[src/rtl/bus_arbiter_n_pkg.sv]
// rtl/bus_arbiter_n_pkg.sv - shared state, split-context and grant-code helpers for bus_arbiter_n
package bus_arb_pkg;

  localparam int OWNER_W = 3;
  localparam int SLAVE_W = 8;

  typedef enum logic [2:0] {
    IDLE,
    ADDR,
    BUSY,
    SPLIT_IDLE,
    SPLIT_ADDR,
    SPLIT_BUSY
  } arb_state_t;

  // Wide enough for the largest configuration; the arbiter truncates on use.
  typedef struct packed {
    logic [OWNER_W-1:0] owner;
    logic [SLAVE_W-1:0] slave;
  } split_ctx_t;

  function automatic logic [OWNER_W:0] grant_code(input logic [OWNER_W-1:0] idx);
    return {1'b0, idx} + {{OWNER_W{1'b0}}, 1'b1};
  endfunction

endpackage

[src/rtl/bus_arbiter_n_if.sv]
// rtl/bus_arbiter_n_if.sv - request/address/grant bundle between masters and bus_arbiter_n
interface bus_arbiter_n_if #(
  parameter int NUM_M   = 2,
  parameter int NUM_S   = 3,
  parameter int SADDR_W = 2,
  parameter int GW      = $clog2(NUM_M + 1)
);

  logic [NUM_M-1:0]   M_RQST;
  logic [NUM_M-1:0]   M_SADDR;
  logic               tx_done;
  logic [NUM_S-1:0]   S_SPLIT_EN;
  logic [NUM_M-1:0]   M_GRANT;
  logic [GW-1:0]      bus_grant;
  logic [SADDR_W-1:0] slave_select;
  logic               ARB_BUSY;
  logic               BUS_BUSY;
  logic               ADDR_ERR;
  logic               SPLIT_DENY;

  modport master (
    output M_RQST, M_SADDR, tx_done, S_SPLIT_EN,
    input  M_GRANT, bus_grant, slave_select, ARB_BUSY, BUS_BUSY, ADDR_ERR, SPLIT_DENY
  );

  modport slave (
    input  M_RQST, M_SADDR, tx_done, S_SPLIT_EN,
    output M_GRANT, bus_grant, slave_select, ARB_BUSY, BUS_BUSY, ADDR_ERR, SPLIT_DENY
  );

endinterface

[src/rtl/bus_arbiter_n_pick.sv]
// rtl/bus_arbiter_n_pick.sv - combinational winner pick, fixed or round-robin from rr_ptr
module rr_arbiter_pick #(
  parameter  int NUM_M   = 2,
  parameter  int RR_MODE = 1,
  localparam int IW      = $clog2(NUM_M)
) (
  input  logic [NUM_M-1:0] req_i,
  input  logic [IW-1:0]    rr_ptr_i,
  output logic [IW-1:0]    idx_o,
  output logic             valid_o
);

  int cand;

  // Walk from the farthest offset down so the nearest requester is written last.
  always_comb begin
    idx_o   = '0;
    valid_o = 1'b0;
    cand    = 0;
    for (int i = NUM_M - 1; i >= 0; i--) begin
      cand = (RR_MODE != 0) ? ((int'(rr_ptr_i) + i) % NUM_M) : i;
      if (req_i[IW'(cand)]) begin
        idx_o   = IW'(cand);
        valid_o = 1'b1;
      end
    end
  end

endmodule

[src/rtl/bus_arbiter_n.sv]
// rtl/bus_arbiter_n.sv - N-master/M-slave serial-address bus arbiter with one split level
module bus_arbiter_n
  import bus_arb_pkg::*;
#(
  parameter int NUM_M   = 2,
  parameter int NUM_S   = 3,
  parameter int SADDR_W = 2,
  parameter int RR_MODE = 1,
  parameter int GW      = $clog2(NUM_M + 1)
) (
  input  logic           MASTER_CLK,
  input  logic           MASTER_RST,
  bus_arbiter_n_if.slave bus
);

  localparam int IW = $clog2(NUM_M);
  localparam int CW = $clog2(SADDR_W + 1);

  arb_state_t         state_q, state_d;
  logic [IW-1:0]      winner_q, winner_d;
  logic [IW-1:0]      rr_ptr_q, rr_ptr_d;
  logic [SADDR_W-1:0] addr_q, addr_d;
  logic [CW-1:0]      cnt_q, cnt_d;
  split_ctx_t         ctx_q, ctx_d;
  logic [NUM_M-1:0]   grant_q, grant_d;
  logic [GW-1:0]      code_q, code_d;
  logic [SADDR_W-1:0] sel_q, sel_d;
  logic               arb_busy_q, arb_busy_d;
  logic               bus_busy_q, bus_busy_d;
  logic               addr_err_q, addr_err_d;
  logic               split_deny_q, split_deny_d;

  logic [NUM_M-1:0]   elig;
  logic [IW-1:0]      pick_idx;
  logic               pick_valid;
  logic               sel_split;
  logic               ctx_split;
  logic               addr_ok;
  logic               in_split;

  rr_arbiter_pick #(
    .NUM_M   (NUM_M),
    .RR_MODE (RR_MODE)
  ) u_pick (
    .req_i    (elig),
    .rr_ptr_i (rr_ptr_q),
    .idx_o    (pick_idx),
    .valid_o  (pick_valid)
  );

  // The suspended owner may not compete while its slave holds the split.
  always_comb begin
    elig = bus.M_RQST;
    if (state_q == SPLIT_IDLE) elig[IW'(ctx_q.owner)] = 1'b0;
  end

  always_comb begin
    sel_split = 1'b0;
    ctx_split = 1'b0;
    for (int k = 0; k < NUM_S; k++) begin
      if (sel_q == SADDR_W'(k + 1) && bus.S_SPLIT_EN[k]) sel_split = 1'b1;
      if (ctx_q.slave == SLAVE_W'(k + 1) && bus.S_SPLIT_EN[k]) ctx_split = 1'b1;
    end
  end

  assign addr_ok  = (addr_q != '0) && (int'(addr_q) <= NUM_S);
  assign in_split = (state_q == SPLIT_ADDR);

  always_comb begin
    state_d      = state_q;
    winner_d     = winner_q;
    rr_ptr_d     = rr_ptr_q;
    addr_d       = addr_q;
    cnt_d        = cnt_q;
    ctx_d        = ctx_q;
    grant_d      = grant_q;
    code_d       = code_q;
    sel_d        = sel_q;
    arb_busy_d   = arb_busy_q;
    bus_busy_d   = bus_busy_q;
    addr_err_d   = 1'b0;
    split_deny_d = 1'b0;

    case (state_q)
      IDLE, SPLIT_IDLE: begin
        if (state_q == SPLIT_IDLE && !ctx_split) begin
          winner_d   = IW'(ctx_q.owner);
          grant_d    = NUM_M'(1) << IW'(ctx_q.owner);
          code_d     = GW'(grant_code(ctx_q.owner));
          sel_d      = SADDR_W'(ctx_q.slave);
          bus_busy_d = 1'b1;
          state_d    = BUSY;
        end else if (pick_valid) begin
          winner_d   = pick_idx;
          addr_d     = SADDR_W'(bus.M_SADDR[pick_idx]);
          cnt_d      = CW'(1);
          arb_busy_d = 1'b1;
          state_d    = (state_q == IDLE) ? ADDR : SPLIT_ADDR;
        end
      end

      ADDR, SPLIT_ADDR: begin
        if (!bus.M_RQST[winner_q]) begin
          arb_busy_d = 1'b0;
          state_d    = in_split ? SPLIT_IDLE : IDLE;
        end else if (cnt_q != CW'(SADDR_W)) begin
          addr_d = (addr_q << 1) | SADDR_W'(bus.M_SADDR[winner_q]);
          cnt_d  = cnt_q + CW'(1);
        end else begin
          arb_busy_d = 1'b0;
          if (in_split && SLAVE_W'(addr_q) == ctx_q.slave) begin
            split_deny_d = 1'b1;
            state_d      = SPLIT_IDLE;
          end else if (!addr_ok) begin
            addr_err_d = 1'b1;
            state_d    = in_split ? SPLIT_IDLE : IDLE;
          end else begin
            grant_d    = NUM_M'(1) << winner_q;
            code_d     = GW'(grant_code(OWNER_W'(winner_q)));
            sel_d      = addr_q;
            bus_busy_d = 1'b1;
            rr_ptr_d   = (winner_q == IW'(NUM_M - 1)) ? '0 : winner_q + IW'(1);
            state_d    = in_split ? SPLIT_BUSY : BUSY;
          end
        end
      end

      BUSY: begin
        if (bus.tx_done) begin
          grant_d    = '0;
          code_d     = '0;
          sel_d      = '0;
          bus_busy_d = 1'b0;
          state_d    = IDLE;
        end else if (sel_split) begin
          ctx_d.owner = OWNER_W'(winner_q);
          ctx_d.slave = SLAVE_W'(sel_q);
          grant_d     = '0;
          code_d      = '0;
          sel_d       = '0;
          bus_busy_d  = 1'b0;
          state_d     = SPLIT_IDLE;
        end
      end

      // Return to the suspended owner even if its slave still splits; BUSY re-splits.
      SPLIT_BUSY: begin
        if (bus.tx_done) begin
          winner_d   = IW'(ctx_q.owner);
          grant_d    = NUM_M'(1) << IW'(ctx_q.owner);
          code_d     = GW'(grant_code(ctx_q.owner));
          sel_d      = SADDR_W'(ctx_q.slave);
          bus_busy_d = 1'b1;
          state_d    = BUSY;
        end
      end

      default: state_d = IDLE;
    endcase
  end

  always_ff @(posedge MASTER_CLK or posedge MASTER_RST) begin
    if (MASTER_RST) begin
      state_q      <= IDLE;
      winner_q     <= '0;
      rr_ptr_q     <= '0;
      addr_q       <= '0;
      cnt_q        <= '0;
      ctx_q        <= '0;
      grant_q      <= '0;
      code_q       <= '0;
      sel_q        <= '0;
      arb_busy_q   <= 1'b0;
      bus_busy_q   <= 1'b0;
      addr_err_q   <= 1'b0;
      split_deny_q <= 1'b0;
    end else begin
      state_q      <= state_d;
      winner_q     <= winner_d;
      rr_ptr_q     <= rr_ptr_d;
      addr_q       <= addr_d;
      cnt_q        <= cnt_d;
      ctx_q        <= ctx_d;
      grant_q      <= grant_d;
      code_q       <= code_d;
      sel_q        <= sel_d;
      arb_busy_q   <= arb_busy_d;
      bus_busy_q   <= bus_busy_d;
      addr_err_q   <= addr_err_d;
      split_deny_q <= split_deny_d;
    end
  end

  assign bus.M_GRANT      = grant_q;
  assign bus.bus_grant    = code_q;
  assign bus.slave_select = sel_q;
  assign bus.ARB_BUSY     = arb_busy_q;
  assign bus.BUS_BUSY     = bus_busy_q;
  assign bus.ADDR_ERR     = addr_err_q;
  assign bus.SPLIT_DENY   = split_deny_q;

endmodule
[src/flat_wrapper.sv]
// flat-port wrapper written by rule: the top's interface ports become plain ports
module bus_arbiter_n_flat import bus_arb_pkg::*;
#(
  parameter int NUM_M   = 2,
  parameter int NUM_S   = 3,
  parameter int SADDR_W = 2,
  parameter int RR_MODE = 1,
  parameter int GW      = $clog2(NUM_M + 1)
)
  (MASTER_CLK, MASTER_RST, bus_M_RQST, bus_M_SADDR, bus_tx_done, bus_S_SPLIT_EN, bus_M_GRANT, bus_bus_grant, bus_slave_select, bus_ARB_BUSY, bus_BUS_BUSY, bus_ADDR_ERR, bus_SPLIT_DENY);
  bus_arbiter_n_if #(.NUM_M(NUM_M), .NUM_S(NUM_S), .SADDR_W(SADDR_W), .GW(GW)) bus_i ();
  input  logic MASTER_CLK;
  input  logic MASTER_RST;
  input wire logic [$bits(bus_i.M_RQST)-1:0] bus_M_RQST;
  input wire logic [$bits(bus_i.M_SADDR)-1:0] bus_M_SADDR;
  input wire logic [$bits(bus_i.tx_done)-1:0] bus_tx_done;
  input wire logic [$bits(bus_i.S_SPLIT_EN)-1:0] bus_S_SPLIT_EN;
  output wire logic [$bits(bus_i.M_GRANT)-1:0] bus_M_GRANT;
  output wire logic [$bits(bus_i.bus_grant)-1:0] bus_bus_grant;
  output wire logic [$bits(bus_i.slave_select)-1:0] bus_slave_select;
  output wire logic [$bits(bus_i.ARB_BUSY)-1:0] bus_ARB_BUSY;
  output wire logic [$bits(bus_i.BUS_BUSY)-1:0] bus_BUS_BUSY;
  output wire logic [$bits(bus_i.ADDR_ERR)-1:0] bus_ADDR_ERR;
  output wire logic [$bits(bus_i.SPLIT_DENY)-1:0] bus_SPLIT_DENY;
  assign bus_i.M_RQST = bus_M_RQST;
  assign bus_i.M_SADDR = bus_M_SADDR;
  assign bus_i.tx_done = bus_tx_done;
  assign bus_i.S_SPLIT_EN = bus_S_SPLIT_EN;
  assign bus_M_GRANT = bus_i.M_GRANT;
  assign bus_bus_grant = bus_i.bus_grant;
  assign bus_slave_select = bus_i.slave_select;
  assign bus_ARB_BUSY = bus_i.ARB_BUSY;
  assign bus_BUS_BUSY = bus_i.BUS_BUSY;
  assign bus_ADDR_ERR = bus_i.ADDR_ERR;
  assign bus_SPLIT_DENY = bus_i.SPLIT_DENY;
  bus_arbiter_n #(.NUM_M(NUM_M), .NUM_S(NUM_S), .SADDR_W(SADDR_W), .RR_MODE(RR_MODE), .GW(GW)) u_core (.MASTER_CLK(MASTER_CLK), .MASTER_RST(MASTER_RST), .bus(bus_i));
endmodule
[config.mk]
export PLATFORM = sky130hd
export DESIGN_NAME = bus_arbiter_n_flat
export DESIGN_NICKNAME = d
export VERILOG_FILES = /design/src/rtl/bus_arbiter_n_pkg.sv /design/src/rtl/bus_arbiter_n_if.sv /design/src/rtl/bus_arbiter_n_pick.sv /design/src/rtl/bus_arbiter_n.sv /design/src/flat_wrapper.sv
export SDC_FILE = /design/constraint.sdc
export NUM_CORES = 1
export LEC_CHECK = 0
export BUFFER_PORTS_ARGS = -buffer_cell sky130_fd_sc_hd__buf_2
export CAP_MARGIN = 0
export CORE_ASPECT_RATIO = 0.8
export CORE_MARGIN = 2
export CORE_UTILIZATION = 40
export DETAILED_ROUTE_END_ITERATION = 6
export PLACE_DENSITY = 0.57
export REMOVE_ABC_BUFFERS = 1
export SLEW_MARGIN = 10
export SYNTH_ARGS = -nofsm -noshare
export SYNTH_HDL_FRONTEND = slang
export SYNTH_SLANG_ARGS = --single-unit
[constraint.sdc]
create_clock -name MASTER_CLK -period 2.1 [get_ports MASTER_CLK]
set_input_delay 0.315 -clock MASTER_CLK [delete_from_list [all_inputs] [get_ports MASTER_CLK]]
set_output_delay 0.315 -clock MASTER_CLK [all_outputs]
set_load 0.05 [all_outputs]
==> summary.md <==
| Metric | Value |
|---|---|
| CTS sink cnt | `20` |
| DRT iter0 DRCs | `123` |
| Critical Path End | `u_core.bus.bus_grant[1]` |
| 1st-pass router iterations | `4` |
| Power density cells | `1730 nW/um2` |
| Clock network latency to the later pin of the worst-skew pair | `270 ps` |
| Distinct cells, synth | `49` |
| CTS tree | `yes` |
| Class of the worst hold path | `input port to asynchronous set/reset pin` |
| DP HPWL | `3090 um` |
| GRT Util Overall | `19.7%` |
| Starting Density | `40.8%` |
| Fin crit share | `97.0%` |
| Final Hold Viols | `0` |
| H-Tree Depth | `1` |
| Final Wtd Congestion | `0.875` |
| Row count | `20` |
| Crit. End Element | `register` |
| Fmax | `491 MHz` |
| Placement Cell Area | `1750 um2` |
| Core footprint | `3730 um2` |
| Total placed cells including tap cells | `240` |
| Clock Tree Buf Depth | `2` |
| Startpoint types | `register` |
| Reg-to-Reg Start | `u_core.ctx_q[1]` |
| Critical path startpoint | `u_core.ctx_q[1]` |
| WP data arrival | `2190 ps` |
| DRC | `0` |
| Ys flop type | `dfrtp_1` |
| Cell count of the worst reg-to-reg path | `6` |
| Max Cap Viol | `0` |
| Mapped Cells | `170` |
| First-pass GRT wire length | `6540 um` |
| Max FO, Critical Path | `5` |
| WL per Instance | `16.6 um` |
| Layout cells sized above 1 | `32.5%` |
| RSZ-0062 raised after global routing | `true` |
| Reg clk slew, reported paths | `90 ps` |
| Synthesis warning total | `0` |
| Ys async rst share | `100%` |
| NumNets Final | `213` |
| DRT antenna net count | `0` |
| LEAKAGE | `0.000837 uW` |
| Critical path type | `register to register` |
| CTS Buf Count | `3` |
| Post-Route Utilization | `49.3%` |
| Total gr overflow | `0` |
| WL final | `4050 um` |
| Seq/Total Area, Yosys | `32.9%` |
| Vias in the first global route | `1,341` |
| Vias | `1,427` |
| Slew HR | `44.7%` |
| IO Port Bufs | `19` |
| Critical Path RT | `2260 ps` |
| Total chip power | `3190 uW` |
| R2R Path End | `u_core.bus.bus_grant[1]` |
| Die Wd | `73.0 um` |
| Outcome | `finished clean` |
| Final critical-path required period | `2040 ps` |
| Area delta synth->final | `20.9%` |
| Non-filler cells, final | `244` |
| Final Max Slew Viols | `0` |
| # IOs | `20` |
| Finished Cell Area | `1840 um2` |
| Vias/cell | `5.85` |
| Die Ht | `59.2 um` |
| Mean post-synth cell area | `8.95 um2` |
| Hold-fix buffers, CTS | `0` |
| Antenna Cells | `0` |
| Initial antenna violation count | `0` |
| Clk root buf | `clkbuf_8` |
| Die ar. | `4320 um2` |
| Worst Skew | `5.47 ps` |
| Syn Std Cell Area | `1520 um2` |
| Synth Register Bits | `20` |
| Largest net degree at the start of global routing | `21` |
| R2R Setup Slk | `60 ps` |
| Final setup vio count | `0` |
| Slew @ Worst Pin | `829 ps` |
| Post-synth EDFFs | `0` |
| Maximum VDD drop | `0.729 mV` |
==> cell usage after synthesis, types with 5 or more instances <==
cell	number	area share, %
o21a_1	5	2.5
o22ai_1	6	2.5
inv_1	8	2.0
nand2_1	12	3.0
buf_4	5	2.5
dfrtp_1	20	33
a21oi_1	9	3.0
nor2b_1	5	2.1
mux2_2	7	5.2
o21ai_0	12	3.9
nand2b_1	5	2.1
clkbuf_1	5	1.2
nor2_1	10	2.5
==> layer usage <==
metal / track usage (%) / up-vias / part of all wire, %
li1: - / 696 / -
met1: 29.4 / 695 / 49
met2: 30.3 / 34 / 45
met3: 3.74 / 2 / 5.6
met4: 3.17 / 0 / 0.35
met5: 0 / - / 0
==> flip-flops by register name, indices dropped and copies added, names as in the netlist <==
signal,count
u_core.addr_q,2
u_core.bus.BUS_BUSY,1
u_core.cnt_q,2
u_core.bus.ARB_BUSY,1
u_core.bus.ADDR_ERR,1
u_core.winner_q,1
u_core.state_q,3
u_core.bus.SPLIT_DENY,1
u_core.ctx_q,3
u_core.bus.M_GRANT,1
u_core.bus.bus_grant,1
u_core.bus.slave_select,2
u_core.rr_ptr_q,1
==> cell usage in the layout (no fill, tap or decap), types with 3 or more instances in the layout <==
cell type   n
nor2b_1     5
nor3_1      3
nand2_1    12
a221oi_1    3
mux2_4      4
o21bai_1    3
clkbuf_8    3
o21ai_0    11
buf_4      20
a21oi_1     9
o21a_1      5
mux2_2      7
o22ai_1     6
nand2b_1    5
mux2i_1     4
nor2_1     10
inv_1       8
buf_2      19
dfrtp_1    19
==> kinds of logic (layout without fill, tap and decap cells) <==
family | after synthesis | in the layout | share of synthesized area, %
AOI/OAI and AO/OA | 60 | 60 | 28.7
xor gates and xnor gates | 2 | 2 | 1.15
adders and majority gates | 2 | 2 | 1.64
buffers and inverters | 21 | 51 | 6.66
DFF | 20 | 20 | 32.9
muxes | 15 | 15 | 11.8
and+or+nand+nor | 50 | 50 | 17.2
==> stage by stage <==
stage / worst slack (ps) / hold slack, ps / setup TNS, ps
6_report: 63.2 / 198 / 0
5_1_grt: -14.6 / 282 / -14.6
4_1_cts: 47.4 / 228 / 0
3_5_place_dp: 58.4 / 491 / 0
3_3_place_gp: 72.3 / 482 / 0
2_1_floorplan: -82.3 / 279 / -246
==> worst min-delay path by stage <==
stage,start,endpoint,slack (ps),depth (start not counted)
floorplan,MASTER_RST,u_core.addr_q[0],280,1
global placement,u_core.cnt_q[0],u_core.cnt_q[0],480,1
detailed placement,u_core.cnt_q[1],u_core.cnt_q[1],490,1
CTS,MASTER_RST,u_core.addr_q[1],230,2
global route,MASTER_RST,u_core.cnt_q[0],280,2
finish,MASTER_RST,u_core.cnt_q[0],200,2
==> timing repair <==
item	4_1_cts	5_1_grt
setup endpoints to repair	0	8
hold endpoints to repair	0	0
setup buffers	0	0
resized for setup	0	5
==> layout make-up <==
| type | instances | area (um2) |
|---|---|---|
| Clock inverter | 1 | 30.0 |
| Tap cell | 44 | 55.1 |
| Clock buffer | 3 | 41.3 |
| Multi-Input combinational cell | 129 | 936 |
| Fill cell | 360 | 1890 |
| Timing Repair Buffer | 39 | 245 |
| Sequential cell | 20 | 502 |
| Inverter | 8 | 30.0 |
==> report_power, final <==
| group | switching (uW) | internal (uW) |
|---|---|---|
| Clock | 148 | 255 |
| Sequential | 224 | 540 |
| Combinational | 1130 | 896 |
==> critical path: stages (launching register included) <==
cell and delay, ps:
dfrtp_1 410, buf_4 160, and4b_1 210, a311oi_1 290
a31oi_1 90, a221o_4 450, mux2_4 310
Power figures use the tool's default switching activity.
